## src/rtl/logic_gate_pipe.sv

```systemverilog
// Purpose : pipelined bitwise gate unit (AND/OR/NAND/NOR/XOR/XNOR/NOT A) on a valid/ready stream.
// Latency : STAGES advancing cycles from acceptance to out_valid.
// Backpr. : all stages freeze while out_valid && !out_ready; in_ready = out_ready || !out_valid.
//
// Ports   : clk, rst_n (async active-low); in_valid/in_ready with operands a, b and gate select op;
//           out_valid/out_ready with result out and op_err (op 7 seen); txn_count = delivered
//           results, saturating at 0xFFFF.
// Option  : define LOGIC_GATE_PIPE_BIST_EN to add bist_start/bist_busy/bist_pass and a built-in
//           sweep of ops 0..6 over the four all-zeros/all-ones operand patterns.
module logic_gate_pipe #(
  parameter int WIDTH  = 8,
  parameter int STAGES = 2
) (
  input  logic             clk,
  input  logic             rst_n,
  input  logic             in_valid,
  output logic             in_ready,
  input  logic [WIDTH-1:0] a,
  input  logic [WIDTH-1:0] b,
  input  logic [2:0]       op,
  output logic             out_valid,
  input  logic             out_ready,
  output logic [WIDTH-1:0] out,
  output logic             op_err,
  output logic [15:0]      txn_count
`ifdef LOGIC_GATE_PIPE_BIST_EN
  ,
  input  logic             bist_start,
  output logic             bist_busy,
  output logic             bist_pass
`endif
);

  function automatic logic [WIDTH-1:0] gate_fn(input logic [WIDTH-1:0] x,
                                               input logic [WIDTH-1:0] y,
                                               input logic [2:0]       sel);
    logic [WIDTH-1:0] r;
    r = '0;
    case (sel)
      3'd0:    r = x & y;
      3'd1:    r = x | y;
      3'd2:    r = ~(x & y);
      3'd3:    r = ~(x | y);
      3'd4:    r = x ^ y;
      3'd5:    r = ~(x ^ y);
      3'd6:    r = ~x;
      default: r = '0;
    endcase
    return r;
  endfunction

  logic [STAGES-1:0] vld_q, vld_d;
  logic [STAGES-1:0] err_q, err_d;
  logic [WIDTH-1:0]  dat_q [STAGES];
  logic [WIDTH-1:0]  dat_d [STAGES];
  logic [15:0]       txn_q, txn_d;

  logic             advance;
  logic             take;
  logic             load;
  logic [WIDTH-1:0] sel_a, sel_b;
  logic [2:0]       sel_op;

  // One global enable: the pipe only stalls when a real result is waiting on the consumer.
  assign advance   = out_ready | ~out_valid;
  assign out_valid = vld_q[STAGES-1];
  assign out       = dat_q[STAGES-1];
  assign op_err    = err_q[STAGES-1];
  assign txn_count = txn_q;
  assign take      = in_valid & in_ready;

`ifdef LOGIC_GATE_PIPE_BIST_EN
  typedef enum logic [1:0] {B_IDLE, B_RUN, B_CHECK} bist_state_e;
  localparam logic [4:0] BIST_BEATS = 5'd28;

  bist_state_e       state_q, state_d;
  logic [4:0]        inj_q, inj_d, ret_q, ret_d;
  logic [2:0]        bop_q, bop_d;
  logic [1:0]        bpat_q, bpat_d;
  logic              fail_q, fail_d, pass_q, pass_d;
  // BIST beats travel beside the external valids so they never raise out_valid.
  logic [STAGES-1:0] bv_q, bv_d, bexp_q, bexp_d;
  logic              bist_inject, bist_exit, bist_bad;

  // Expected single-bit result per op, indexed by {pattern_a, pattern_b}.
  function automatic logic tt_bit(input logic [2:0] o, input logic [1:0] p);
    logic [3:0] t;
    t = 4'b0000;
    case (o)
      3'd0:    t = 4'b1000;
      3'd1:    t = 4'b1110;
      3'd2:    t = 4'b0111;
      3'd3:    t = 4'b0001;
      3'd4:    t = 4'b0110;
      3'd5:    t = 4'b1001;
      3'd6:    t = 4'b0011;
      default: t = 4'b0000;
    endcase
    return t[p];
  endfunction

  assign in_ready    = advance & (state_q == B_IDLE);
  assign bist_inject = (state_q == B_RUN) && (inj_q != BIST_BEATS) && advance;
  assign bist_exit   = bv_q[STAGES-1] & advance;
  assign bist_bad    = (dat_q[STAGES-1] != {WIDTH{bexp_q[STAGES-1]}}) | err_q[STAGES-1];
  assign bist_pass   = pass_q;
  assign load        = take | bist_inject;

  always_comb begin
    sel_a  = a;
    sel_b  = b;
    sel_op = op;
    if (bist_inject) begin
      sel_a  = {WIDTH{bpat_q[1]}};
      sel_b  = {WIDTH{bpat_q[0]}};
      sel_op = bop_q;
    end
  end

  always_comb begin
    bv_d   = bv_q;
    bexp_d = bexp_q;
    if (advance) begin
      bv_d[0]   = bist_inject;
      bexp_d[0] = bist_inject & tt_bit(bop_q, bpat_q);
      for (int i = 1; i < STAGES; i++) begin
        bv_d[i]   = bv_q[i-1];
        bexp_d[i] = bexp_q[i-1];
      end
    end
  end

  always_comb begin
    state_d   = state_q;
    inj_d     = inj_q;
    ret_d     = ret_q;
    bop_d     = bop_q;
    bpat_d    = bpat_q;
    fail_d    = fail_q;
    pass_d    = pass_q;
    bist_busy = 1'b0;
    case (state_q)
      B_IDLE: begin
        if (bist_start) begin
          state_d = B_RUN;
          inj_d   = '0;
          ret_d   = '0;
          bop_d   = '0;
          bpat_d  = '0;
          fail_d  = 1'b0;
          pass_d  = 1'b0;
        end
      end
      B_RUN: begin
        bist_busy = 1'b1;
        if (bist_inject) begin
          inj_d = inj_q + 5'd1;
          if (bop_q == 3'd6) begin
            bop_d  = '0;
            bpat_d = bpat_q + 2'd1;
          end else begin
            bop_d = bop_q + 3'd1;
          end
        end
        if (bist_exit) begin
          ret_d = ret_q + 5'd1;
          if (bist_bad) fail_d = 1'b1;
        end
        if (ret_q == BIST_BEATS) state_d = B_CHECK;
      end
      B_CHECK: begin
        bist_busy = 1'b1;
        pass_d    = ~fail_q;
        state_d   = B_IDLE;
      end
      default: state_d = B_IDLE;
    endcase
  end

  always_ff @(posedge clk or negedge rst_n) begin
    if (!rst_n) begin
      state_q <= B_IDLE;
      inj_q   <= '0;
      ret_q   <= '0;
      bop_q   <= '0;
      bpat_q  <= '0;
      fail_q  <= 1'b0;
      pass_q  <= 1'b0;
      bv_q    <= '0;
      bexp_q  <= '0;
    end else begin
      state_q <= state_d;
      inj_q   <= inj_d;
      ret_q   <= ret_d;
      bop_q   <= bop_d;
      bpat_q  <= bpat_d;
      fail_q  <= fail_d;
      pass_q  <= pass_d;
      bv_q    <= bv_d;
      bexp_q  <= bexp_d;
    end
  end
`else
  assign in_ready = advance;
  assign load     = take;
  assign sel_a    = a;
  assign sel_b    = b;
  assign sel_op   = op;
`endif

  // Empty slots carry zero data so idle outputs never reflect unaccepted operands.
  always_comb begin
    vld_d = vld_q;
    err_d = err_q;
    dat_d = dat_q;
    if (advance) begin
      vld_d[0] = take;
      dat_d[0] = load ? gate_fn(sel_a, sel_b, sel_op) : '0;
      err_d[0] = load & (sel_op == 3'd7);
      for (int i = 1; i < STAGES; i++) begin
        vld_d[i] = vld_q[i-1];
        dat_d[i] = dat_q[i-1];
        err_d[i] = err_q[i-1];
      end
    end
  end

  always_comb begin
    txn_d = txn_q;
    if (out_valid && out_ready && (txn_q != 16'hFFFF)) txn_d = txn_q + 16'd1;
  end

  always_ff @(posedge clk or negedge rst_n) begin
    if (!rst_n) begin
      vld_q <= '0;
      err_q <= '0;
      txn_q <= '0;
      for (int i = 0; i < STAGES; i++) dat_q[i] <= '0;
    end else begin
      vld_q <= vld_d;
      err_q <= err_d;
      txn_q <= txn_d;
      dat_q <= dat_d;
    end
  end

endmodule
```

## config.mk

```make
export PLATFORM = sky130hd
export DESIGN_NAME = logic_gate_pipe
export DESIGN_NICKNAME = d
export VERILOG_FILES = /design/src/rtl/logic_gate_pipe.sv
export SDC_FILE = /design/constraint.sdc
export NUM_CORES = 1
export LEC_CHECK = 0
export CAP_MARGIN = 10
export CORE_ASPECT_RATIO = 1.25
export CORE_MARGIN = 1.5
export CORE_UTILIZATION = 46
export CTS_CLUSTER_DIAMETER = 40
export DETAILED_ROUTE_END_ITERATION = 8
export PLACE_DENSITY = 0.76
export SYNTH_ARGS = -nofsm -noshare
export SYNTH_HDL_FRONTEND = slang
export SYNTH_SLANG_ARGS = --single-unit
```

## constraint.sdc

```tcl
create_clock -name clk -period 1.6 [get_ports clk]
set_input_delay 0.24 -clock clk [delete_from_list [all_inputs] [get_ports clk]]
set_output_delay 0.24 -clock clk [all_outputs]
set_load 0.005 [all_outputs]
```

==> results.md, run 1 <==
| Stage | Parameter | Reported |
| --- | --- | --- |
| timing | Shortest clock period the worst path allows after layout | 1.57 ns |
| timing | Max Slew Vio Count | 0 |
| yosys | Mean post-synth cell area | 9.60 um^2 |
| yosys | Top FF cell, synth | dfrtp_1 |
| cells and area | Post-layout net count | 366 |
| yosys | Count of flip-flops with a built-in enable after synthesis | 0 |
| yosys | Share of async-settable or async-resettable flops after synthesis | 1.00 |
| cells and area | FILL cells | 417 |
| cells and area | Sequential cell area | 901 um^2 |
| detailed routing | Routed via count | 2012 |
| pwr | Worst VDD drop | 0.000425 V |
| yosys | Netlist area before placement | 2380 um^2 |
| timing | Final period util | 0.982 |
| floorplan | Die span in x | 67.3 um |
| critical path | Crit Reg-Reg Startpoint | txn_count[0]$_DFFE_PN0P_ |
| detailed routing | DR pass1 iterations | 4 |
| worst hold path | Type of the tightest min-delay check | in -> async |
| cells and area | Layout cell share with drive strength beyond 1 | 0.208 |
| pwr | Leak | 1.63 nW |
| critical path | Setup slack of the most critical reg-to-reg path | 0.08 ns |
| timing | Final hold viol count | 0 |
| pwr | Overall power consumption | 0.00302 W |
| detailed routing | WL final | 4930 um |
| critical path | Crit path max fanout | 4 |
| pwr | Total power per unit cell area | 908 nW/um^2 |
| cells and area | Area taken by multi-input logic gates | 1310 um^2 |
| clocking | Clock-pin slew of the registers on the worst-case setup and hold paths | 0.07 ns |
| yosys | Sequential area share after synthesis | 0.379 |
| clocking | H-tree levels | 2 |
| floorplan | Rows | 29 |
| detailed routing | Via-per-instance ratio | 5.17 |
| floorplan | Die area | 5620 um^2 |
| critical path | Worst setup path startpoint | txn_count[2]$_DFFE_PN0P_ |
| detailed routing | DRC violations left | 0 |
| placed design | Gp weighted congestion | 0.767 |
| global route | Via count of the first global-routing pass | 1950 |
| floorplan | Initial core utilization | 0.472 |
| floorplan | Core region area | 5040 um^2 |
| clocking | TritonCTS sink count | 36 |
| global route | Number of antenna violations at the first check in global routing | 0 |
| floorplan | Number of ports placed on the die boundary | 50 |
| timing | Final worst clock skew | 0.00527 ns |
| outcome | Result of the run | completed |
| yosys | Warnings from Yosys | 0 |
| placed design | Detail Placement HPWL | 3590 um |
| detailed routing | Number of nets still failing antenna checks after routing | 0 |
| global route | Total routing usage reported by global routing | 0.189 |
| floorplan | Height of the die | 83.4 um |
| clocking | CTS root buffer | clkbuf_8 |
| flow run | MaxCap Viol Count | 0 |
| critical path | End point of the critical path | txn_count[2] |
| timing | Slew at the pin closest to its max-slew limit | 0.459 ns |
| placed design | Number of buffers inserted by port buffering | 49 |
| critical path | Startpoint-to-endpoint class of the critical path | reg -> out |
| detailed routing | Number of DRC markers in iteration 0 | 88 |
| timing | Final setup violation count | 0 |
| yosys | Synth Instances | 248 |
| timing | Max transition margin | 0.694 |
| critical path | Endpoint of the worst-slack reg-to-reg timing path | txn_count[1]$_DFFE_PN0P_ |
| clocking | Later-pin clock latency in the skew report | 0.29 ns |
| cells and area | Diode count | 0 |
| clocking | CTS tree | built |
| critical path | Reg2Reg Depth | 5 |
| yosys | Net count after synthesis | 288 |
| critical path | Signal arrival time at the worst endpoint | 1.33 ns |
| yosys | Synth Register Bits | 36 |
| global route | Grt ovf | 0 |
| critical path | Required time at the worst-slack endpoint | 1.36 ns |
| critical path | Critical Path Source Type | flip-flop |
| global route | First-pass GRT wire length | 8340 um |
| clocking | Max clock buf depth | 2 |
| cells and area | Synth-to-Final Area Change | 39.8% |
| timing | Hold WS | 0.363 ns |
| clocking | Clock buffers created by TritonCTS | 5 |
| detailed routing | Average detailed-routed wire length per instance | 12.7 um |
| global route | Largest net degree at the start of global routing | 37 |
| critical path | Kind of capture point of the worst setup path | output pin |
| timing | Fmax | 0.637 GHz |
| yosys | Library cells used by synthesis | 53 |
| clocking | CTS Hold Bufs | 0 |
cells in the final DEF (no fill, tap or decap), types with 2 or more instances in the layout:
master,count
a22o_1,3
nor2_1,4
clkbuf_8,5
dlymetal6s2s_1,3
clkdlybuf4s50_1,46
mux2i_1,8
and3_1,3
nand2b_1,4
xnor2_1,4
mux2_2,2
a21oi_1,3
buf_4,40
nor3b_1,2
nand2_1,47
nor4b_1,3
a32o_1,5
dfrtp_1,36
xor2_1,14
nand3_1,6
nor3_1,4
o21ai_0,5
o21ai_1,2
o221ai_1,3
ha_1,16
nor4_2,2
buf_12,3
nor2b_1,3
nand4_1,3
inv_1,18
what timing repair did:
action / CTS / global route
pin swaps: 0 / 4
buffers inserted: 2 / 2
endpoints found under the setup margin: 14 / 10
resized for setup: 7 / 7
stage by stage:
| step | instances | utilization | setup WS, ns | area, um^2 | TNS, ns |
|---|---|---|---|---|---|
| 3_5_place_dp | 377 | 0.623 | -0.357 | 3140 | -2.74 |
| 6_report | 389 | 0.660 | 0.0294 | 3330 | 0 |
| 4_1_cts | 387 | 0.651 | -0.0501 | 3280 | -0.0501 |
| 5_1_grt | 389 | 0.660 | -0.0206 | 3330 | -0.0343 |
| 3_3_place_gp | 377 | 0.623 | -0.333 | 3140 | -2.24 |
| 2_1_floorplan | 248 | - | 0.0120 | 2380 | 0 |
synthesized netlist by cell type (4+ instances only):
library cell | number | share of area
buf_2 | 4 | 0.0084
nor2_1 | 4 | 0.0063
inv_1 | 19 | 0.030
nor3_1 | 4 | 0.0084
dfrtp_1 | 36 | 0.38
xnor2_1 | 4 | 0.015
mux2i_1 | 8 | 0.034
ha_1 | 17 | 0.089
nand2b_1 | 4 | 0.011
a32o_1 | 5 | 0.021
xor2_1 | 14 | 0.052
clkbuf_1 | 5 | 0.0079
nand3_1 | 6 | 0.013
buf_4 | 9 | 0.028
nand2_1 | 47 | 0.074
o21ai_0 | 7 | 0.015
report_power, final:
part           leakage [nW]  switching [W]  internal, W
logic                  1.10       0.000448     0.000644
registers             0.475      0.0000972      0.00105
clock network        0.0552       0.000317     0.000462
total                  1.63       0.000862      0.00216
registers in the layout, indices dropped and copies added (netlist names):
signal	cells
dat_q	8
err_q	2
out	8
txn_count	16
vld_q	2
layout make-up:
cell class                      count  share of cell area
Sequential cell                    36               0.271
Clock inverter                      2              0.0105
Timing Repair Buffer               92               0.258
Clock buffer                        6              0.0218
Multi-Input combinational cell    171               0.393
Inverter                           20              0.0226
Tap cell                           62              0.0233
per-layer routing:
| layer | part of all wire | wire, um | global-route usage |
|---|---|---|---|
| met5 | 0 | 0 | 0 |
| met4 | 0.020 | 98 | 0.0853 |
| met3 | 0.038 | 185 | 0.0285 |
| met2 | 0.51 | 2530 | 0.311 |
| met1 | 0.43 | 2120 | 0.240 |
how the worst min path moves through the flow:
stage                          endpoint  slack, ns  cells past startpoint
6_report       txn_count[0]$_DFFE_PN0P_       0.36                      2
5_1_grt        txn_count[7]$_DFFE_PN0P_       0.41                      2
4_1_cts        txn_count[0]$_DFFE_PN0P_       0.37                      2
3_5_place_dp       err_q[1]$_DFFE_PN0N_       0.46                      2
3_3_place_gp         out[2]$_DFFE_PN0N_       0.45                      2
2_1_floorplan     dat_q[10]$_DFFE_PN0N_      -0.06                      0
kinds of logic (layout without fill, tap and decap cells):
| family | Yosys count | count (layout) | synth area share |
|---|---|---|---|
| DFF | 36 | 36 | 0.379 |
| buffers and inverters | 41 | 120 | 0.0883 |
| muxes | 11 | 11 | 0.0494 |
| adders and majority gates | 17 | 17 | 0.0894 |
| and+or+nand+nor | 94 | 94 | 0.228 |
| AOI/OAI and AO/OA | 31 | 31 | 0.0999 |
| xor gates and xnor gates | 18 | 18 | 0.0662 |
critical path, stage by stage (launching register included):
cell	delay, ns
dfrtp_1	0.40
buf_4	0.15
clkdlybuf4s50_1	0.49
(Power assumes the default switching activity.)
==> run 2, diff against run 1 <==
CORE_UTILIZATION = 55   (was 46)
PLACE_DENSITY = 0.88   (was 0.76)
clock period = 2.01 ns   (was 1.6 ns; I/O delays follow)
==> run 2 against run 1 <==
Effect of this change:
- global-route usage up 2.6 points
- non-clock buffer count down 31
- clock skew about the same
- critical path type is now reg -> reg
==> results.md, run 2 (synthesis results as in run 1) <==
| Stage | Parameter | Reported | Change |
| --- | --- | --- | --- |
| cells and area | FILL cells | 311 | -25% |
| clocking | Max clock buf depth | 2 | unchanged |
| critical path | Number of buffers and inverters on the critical path | 1 | -1 |
| timing | Max transition margin | 0.700 | +0.00627 |
| pwr | Relative contribution of sequential cells to total power | 0.453 | +0.072 |
| detailed routing | Average detailed-routed wire length per instance | 13.3 um | +5.1% |
| timing | PnR worst setup slack | 0.280 ns | +0.250 ns |
| pwr | Net switching component of the power | 0.000640 W | -26% |
| critical path | CP max-delay cell | dfrtp_1 |  |
| cells and area | Post-layout net count | 335 | -8.5% |
| floorplan | Die span in x | 61.8 um | -8.2% |
| critical path | Kind of capture point of the worst setup path | flip-flop |  |
| detailed routing | Routed via count | 1903 | -5.4% |
| clocking | H-tree levels | 2 | unchanged |
| detailed routing | DRC violations left | 0 | unchanged |
| critical path | CP top delay family | simple AND/OR/NAND/NOR gates |  |
| critical path | Endpoint of the worst-slack reg-to-reg timing path | txn_count[11]$_DFFE_PN0P_ |  |
| critical path | Required time at the worst-slack endpoint | 2.22 ns | +0.86 ns |
| placed design | Setup slack after placement | -0.0140 ns | +0.343 ns |
| placed design | Detail Placement HPWL | 3570 um | -0.53% |
| timing | Slew at the pin closest to its max-slew limit | 0.450 ns | -0.00941 ns |
| timing | Shortest clock period the worst path allows after layout | 1.73 ns |  |
| pwr | Cell internal pwr | 0.00151 W | -30% |
| global route | Largest net degree at the start of global routing | 37 | unchanged |
| floorplan | Initial core utilization | 0.576 | +0.104 |
| critical path | Critical Path Source Type | flip-flop |  |
| cells and area | Layout cell share with drive strength beyond 1 | 0.108 | -0.0995 |
| critical path | Crit path max fanout | 9 | +5 |
| timing | Final worst clock skew | 0.00564 ns | +0.000374 ns |
| cells and area | Largest register FFs | 16 | unchanged |
| cells and area | Diode count | 0 | unchanged |
| pwr | Worst VDD drop | 0.000319 V | -25% |
| clocking | Post-CTS Setup Repair Bufs | 0 | -2 |
| cells and area | Leading cell types in the layout, fill and taps excluded | clkdlybuf4s50_1, nand2_1, dfrtp_1 |  |
| floorplan | Rows | 26 | -10% |
| placed design | Gp weighted congestion | 0.842 | +9.7% |
| pwr | Leak | 1.42 nW | -13% |
| clocking | Later-pin clock latency in the skew report | 0.29 ns | about the same |
| global route | First-pass GRT wire length | 7870 um | -5.6% |
| clocking | CTS Hold Bufs | 0 | unchanged |
| cells and area | Synth-to-Final Area Change | 25.7% |  |
| flow run | MaxCap Viol Count | 0 | unchanged |
| placed design | Number of buffers inserted by port buffering | 49 | unchanged |
| detailed routing | Number of DRC markers in iteration 0 | 62 | -30% |
| floorplan | Core region area | 4130 um^2 | -18% |
| critical path | Delay contributed by the slowest stage of the critical path | 0.41 ns | -0.08 ns |
| timing | Final hold viol count | 0 | unchanged |
| detailed routing | DR pass1 iterations | 4 | unchanged |
| timing | Final sum of negative setup slack | 0 ns | unchanged |
| timing | Max Slew Vio Count | 0 | unchanged |
| critical path | Reg2Reg Depth | 6 | +1 |
| critical path | Startpoint-to-endpoint class of the critical path | reg -> reg |  |
| outcome | Result of the run | completed |  |
| cells and area | Area taken by multi-input logic gates | 1270 um^2 | -3.0% |
| critical path | Signal arrival time at the worst endpoint | 1.94 ns | +0.61 ns |
| floorplan | Height of the die | 76.5 um | -8.2% |
| pwr | Overall power consumption | 0.00215 W | -29% |
| critical path | Setup slack of the most critical reg-to-reg path | 0.28 ns | +0.20 ns |
| detailed routing | Number of nets still failing antenna checks after routing | 0 | unchanged |
| clocking | Clock buffers created by TritonCTS | 5 | unchanged |
| critical path | Crit Reg-Reg Startpoint | txn_count[0]$_DFFE_PN0P_ |  |
| cells and area | Most common library cell in the layout ignoring fill and taps | clkdlybuf4s50_1 |  |
| pwr | Total power per unit cell area | 719 nW/um^2 | -21% |
| clocking | Clock-pin slew of the registers on the worst-case setup and hold paths | 0.07 ns | about the same |
| critical path | Worst path cell trace | ha_1 -> nand4_4 -> and4bb_1 -> buf_4 -> nor4_2 -> xor2_1 |  |
| global route | Via count of the first global-routing pass | 1793 | -8.1% |
| floorplan | Die area | 4730 um^2 | -16% |
| timing | Final period util | 0.861 |  |
| floorplan | Number of ports placed on the die boundary | 50 | unchanged |
| global route | Number of antenna violations at the first check in global routing | 0 | unchanged |
| timing | Fmax | 0.578 GHz |  |
| pwr | Power share of the clock group | 0.257 | about the same |
| clocking | Count of instances resized after the clock tree is built | 0 | -7 |
| placed design | Placed Cells | 344 | -8.8% |
| cells and area | Sequential cell area | 901 um^2 | unchanged |
| cells and area | Final std cells w/o fill | 351 | -9.8% |
| timing | Setup repair after global routing missed its margin | false |  |
| clocking | CTS root buffer | clkbuf_8 |  |
| timing | Final setup violation count | 0 | unchanged |
| detailed routing | Via-per-instance ratio | 5.42 | +4.8% |
| global route | Total routing usage reported by global routing | 0.215 | +0.0259 |
| pwr | Switch share | 0.298 | +0.0123 |
| placed design | Total cell area at the placement stage | 2900 um^2 | -7.9% |
| clocking | TritonCTS sink count | 36 | unchanged |
| global route | Grt ovf | 0 | unchanged |
| detailed routing | WL final | 4680 um | -5.1% |
| clocking | CTS tree | built |  |
| cells and area | Post-Layout Inst Area | 2990 um^2 | -10% |
| pwr | Comb pwr share | 0.289 | -0.072 |
| worst hold path | Type of the tightest min-delay check | in -> async |  |
run 2: cell types whose count changed in the layout (fill, tap and decap cells not counted), sizes merged:
cell and delta:
buf -31, bufinv -1, clkbuf +1, clkdlybuf4s50 +3, clkinv -1, dlymetal6s2s -3
run 2: cell type report:
| class | instances | area share |
|---|---|---|
| multi-input cells | 171 | 0.424 |
| well taps | 56 | 0.0234 |
| repair buffers | 61 | 0.194 |
| flip-flops and latches | 36 | 0.301 |
| inverters | 20 | 0.0251 |
| clock buffers | 7 | 0.0322 |
run 2: per-stage QoR:
step                hold WS [ns]  utilization
floorplan                0.00591            -
global placement           0.446        0.701
detailed placement         0.462        0.701
global route               0.469        0.724
CTS                        0.447        0.724
finish                     0.434        0.724
run 2: worst max-delay path by stage:
stage / endpoint / slack (ns) / startpoint / cells after the start
2_1_floorplan: txn_count[1]$_DFFE_PN0P_ / 0.42 / txn_count[0]$_DFFE_PN0P_ / 6
3_3_place_gp: dat_q[13]$_DFFE_PN0N_ / 0.01 / a[5] / 7
3_5_place_dp: dat_q[13]$_DFFE_PN0N_ / -0.01 / a[5] / 7
4_1_cts: txn_count[11]$_DFFE_PN0P_ / 0.27 / txn_count[0]$_DFFE_PN0P_ / 6
5_1_grt: txn_count[11]$_DFFE_PN0P_ / 0.16 / txn_count[0]$_DFFE_PN0P_ / 6
6_report: txn_count[11]$_DFFE_PN0P_ / 0.28 / txn_count[0]$_DFFE_PN0P_ / 6
run 2: metal layers:
metal,track usage,wire [um],share of wire
met1,0.265,1970,0.42
met2,0.362,2480,0.53
met3,0.0323,157,0.034
met4,0.0872,68,0.015
met5,0,0,0
run 2: power by group through the flow:
| stage | clock network (W) | registers, W | logic, W |
|---|---|---|---|
| after floorplan | 0 | 0.000965 | 0.000341 |
| after global placement | 0 | 0.000981 | 0.000602 |
| after detailed placement | 0 | 0.000987 | 0.000628 |
| after CTS | 0.000562 | 0.000975 | 0.000632 |
| after global routing | 0.000595 | 0.000991 | 0.000683 |
| final | 0.000553 | 0.000974 | 0.000622 |
==> run 3, diff against run 2 <==
CORE_ASPECT_RATIO = 0.5   (was 1.25)
==> run 3 against run 2 <==
Effect of this change:
- count of clock-buffer cells in the layout is 1 lower
- first-iteration DRC count is 74% higher
- worst hold slack worse by 0.0023 ns
- global-route usage is 0.92 points higher
- via count is 1.3% higher
- utilization is 1.9 points higher
- clock skew is 0.0020 ns lower
- combinational power is 0.6% higher
- critical path type is now in -> out
- critical endpoint is now in_ready
- critical path depth is 2 lower
- setup slack worse by 0.10 ns
==> results.md, run 3 (synthesis results as in run 1) <==
| Stage | Parameter | Reported | Change |
| --- | --- | --- | --- |
| critical path | Endpoint of the worst-slack reg-to-reg timing path | txn_count[11]$_DFFE_PN0P_ |  |
| placed design | Number of buffers inserted by port buffering | 49 | unchanged |
| critical path | Crit Reg-Reg Startpoint | txn_count[0]$_DFFE_PN0P_ |  |
| critical path | CP max-delay cell | clkdlybuf4s50_1 |  |
| pwr | Total power per unit cell area | 693 nW/um^2 | -3.6% |
| detailed routing | Average detailed-routed wire length per instance | 13.7 um | +2.4% |
| cells and area | Synth-to-Final Area Change | 25.7% | about the same |
| clocking | Later-pin clock latency in the skew report | 0.29 ns | about the same |
| pwr | Relative contribution of sequential cells to total power | 0.469 | +0.016 |
| critical path | Critical Path Source Type | primary input |  |
| clocking | H-tree levels | 2 | unchanged |
| critical path | CP top delay family | buffers and inverters |  |
| timing | Hold WS | 0.432 ns | -0.00230 ns |
| timing | Fmax | 0.546 GHz | -5.5% |
| clocking | Clock buffers created by TritonCTS | 5 | unchanged |
| floorplan | Initial core utilization | 0.591 | +0.0154 |
| timing | Shortest clock period the worst path allows after layout | 1.83 ns | +0.100 ns |
| cells and area | Leading cell types in the layout, fill and taps excluded | clkdlybuf4s50_1, nand2_1, dfrtp_1 |  |
| detailed routing | Number of DRC markers in iteration 0 | 108 | +74% |
| critical path | Cell occurring most often along the worst timing path | clkdlybuf4s50_1 |  |
| timing | Final hold viol count | 0 | unchanged |
| flow run | MaxCap Viol Count | 0 | unchanged |
| critical path | Delay contributed by the slowest stage of the critical path | 0.53 ns | +0.12 ns |
| timing | Max Slew Vio Count | 0 | unchanged |
| global route | First-pass GRT wire length | 8170 um | +3.8% |
| cells and area | Share of the core filled with cells | 0.743 | +0.0191 |
| pwr | Comb pwr share | 0.302 | +0.013 |
| floorplan | Height of the die | 49.5 um | -35% |
| timing | Final period util | 0.911 | +0.0499 |
| clocking | CTS Hold Bufs | 0 | unchanged |
| detailed routing | Routed via count | 1927 | +1.3% |
| global route | Grt ovf | 0 | unchanged |
| outcome | Result of the run | completed |  |
| pwr | Overall power consumption | 0.00207 W | -3.6% |
| critical path | Crit path max fanout | 4 | -5 |
| pwr | Net switching component of the power | 0.000627 W | -2.0% |
| clocking | CTS root buffer | clkbuf_8 |  |
| timing | Final worst clock skew | 0.00367 ns | -0.00197 ns |
| pwr | Cell internal pwr | 0.00145 W | -4.3% |
| clocking | CTS tree | built |  |
| pwr | Leak | 1.42 nW | about the same |
| clocking | Max clock buf depth | 2 | unchanged |
| floorplan | Rows | 16 | -38% |
| critical path | Worst path cell trace | clkdlybuf4s50_1 -> nor2b_1 -> inv_1 -> clkdlybuf4s50_1 |  |
| detailed routing | DRC violations left | 0 | unchanged |
| detailed routing | WL final | 4780 um | +2.1% |
| worst hold path | Type of the tightest min-delay check | in -> async |  |
| floorplan | Die area | 4750 um^2 | +0.45% |
| placed design | Gp weighted congestion | 0.836 | -0.67% |
| placed design | Detail Placement HPWL | 3630 um | +1.6% |
| clocking | Post-CTS Setup Repair Bufs | 0 | unchanged |
| timing | Setup repair after global routing missed its margin | false |  |
| pwr | Switch share | 0.303 | +0.00510 |
| global route | Via count of the first global-routing pass | 1800 | +0.39% |
| placed design | Total cell area at the placement stage | 2910 um^2 | +0.60% |
| timing | PnR worst setup slack | 0.180 ns | -0.100 ns |
| clocking | Count of instances resized after the clock tree is built | 0 | unchanged |
| cells and area | Largest register FFs | 16 | unchanged |
| timing | Max transition margin | 0.708 | +0.00779 |
| critical path | Kind of capture point of the worst setup path | output pin |  |
| cells and area | Diode count | 0 | unchanged |
| cells and area | Post-Layout Inst Area | 2990 um^2 | about the same |
| pwr | Worst VDD drop | 0.000323 V | +1.2% |
| global route | Number of antenna violations at the first check in global routing | 0 | unchanged |
| timing | Final setup violation count | 0 | unchanged |
| critical path | Setup slack of the most critical reg-to-reg path | 0.24 ns | -0.04 ns |
| global route | Largest net degree at the start of global routing | 37 | unchanged |
| pwr | Power share of the clock group | 0.228 | -0.029 |
| floorplan | Core region area | 4020 um^2 | -2.6% |
| timing | Slew at the pin closest to its max-slew limit | 0.438 ns | -0.0117 ns |
| cells and area | Post-layout net count | 336 | +0.30% |
| critical path | Startpoint-to-endpoint class of the critical path | in -> out |  |
| detailed routing | DR pass1 iterations | 4 | unchanged |
| cells and area | Most common library cell in the layout ignoring fill and taps | clkdlybuf4s50_1 |  |
| cells and area | FILL cells | 297 | -4.5% |
| placed design | Setup slack after placement | -0.0868 ns | -0.0728 ns |
| floorplan | Die span in x | 96.0 um | +55% |
| critical path | Required time at the worst-slack endpoint | 1.71 ns | -0.51 ns |
| detailed routing | Via-per-instance ratio | 5.51 | +1.6% |
| critical path | Signal arrival time at the worst endpoint | 1.53 ns | -0.41 ns |
| floorplan | Number of ports placed on the die boundary | 50 | unchanged |
| detailed routing | Number of nets still failing antenna checks after routing | 0 | unchanged |
| critical path | Number of buffers and inverters on the critical path | 3 | +2 |
| clocking | TritonCTS sink count | 36 | unchanged |
| clocking | Clock-pin slew of the registers on the worst-case setup and hold paths | 0.06 ns | about the same |
| cells and area | Layout cell share with drive strength beyond 1 | 0.108 | -0.000366 |
| global route | Total routing usage reported by global routing | 0.225 | +0.00918 |
| critical path | Reg2Reg Depth | 6 | unchanged |
==> run 3: cell count changes in the layout (fill, tap and decap cells not counted) <==
cell / delta
clkbuf_8: -2
buf_12: +1
clkbuf_1: +1
clkinv_2: +1
==> run 3: through the flow <==
stage / instances / setup TNS, ns
3_3_place_gp: 343 / -0.00865
4_1_cts: 350 / 0
2_1_floorplan: 248 / 0
5_1_grt: 350 / 0
3_5_place_dp: 343 / -0.358
6_report: 350 / 0
==> run 3: final cells by class <==
cell class                      instances  area [um^2]  area share
Multi-Input combinational cell        171         1270       0.424
Clock inverter                          1         5.00     0.00167
Inverter                               20         75.1      0.0251
Sequential cell                        36          901       0.301
Clock buffer                            6         72.6      0.0243
Tap cell                               54         67.6      0.0226
Timing Repair Buffer                   62          601       0.201
==> run 3: power by group through the flow <==
stage	logic, W	registers (W)	clock network (W)
floorplan	0.000341	0.000965	0
global placement	0.000606	0.000979	0
detailed placement	0.000629	0.000986	0
CTS	0.000632	0.000974	0.000477
global route	0.000693	0.000990	0.000504
finish	0.000626	0.000973	0.000473
==> run 3: per-layer routing <==
layer	vias to the layer above	track usage	wire length (um)
met3	5	0.0432	214
met2	61	0.387	2360
met4	0	0.0784	55
met1	915	0.281	2150
met5	-	0	0
li1	946	-	-
==> run 3: worst max path at each step <==
stage                                        start                       end  slack, ns  cells after the start
after floorplan           txn_count[0]$_DFFE_PN0P_  txn_count[1]$_DFFE_PN0P_       0.42                      6
after global placement                        a[5]     dat_q[13]$_DFFE_PN0N_     -0.009                      7
after detailed placement                     op[1]     dat_q[15]$_DFFE_PN0N_      -0.09                      5
after CTS                                out_ready                  in_ready       0.18                      4
after global routing                         op[1]      dat_q[8]$_DFFE_PN0N_       0.09                      5
final                                    out_ready                  in_ready       0.18                      4
==> run 3: worst register-to-register path: stages, from the launching register on <==
cell and delay, ns:
dfrtp_1 0.42, ha_1 0.27, nand4_4 0.11, and4bb_1 0.25
buf_4 0.19, nor4_2 0.29, xor2_1 0.17
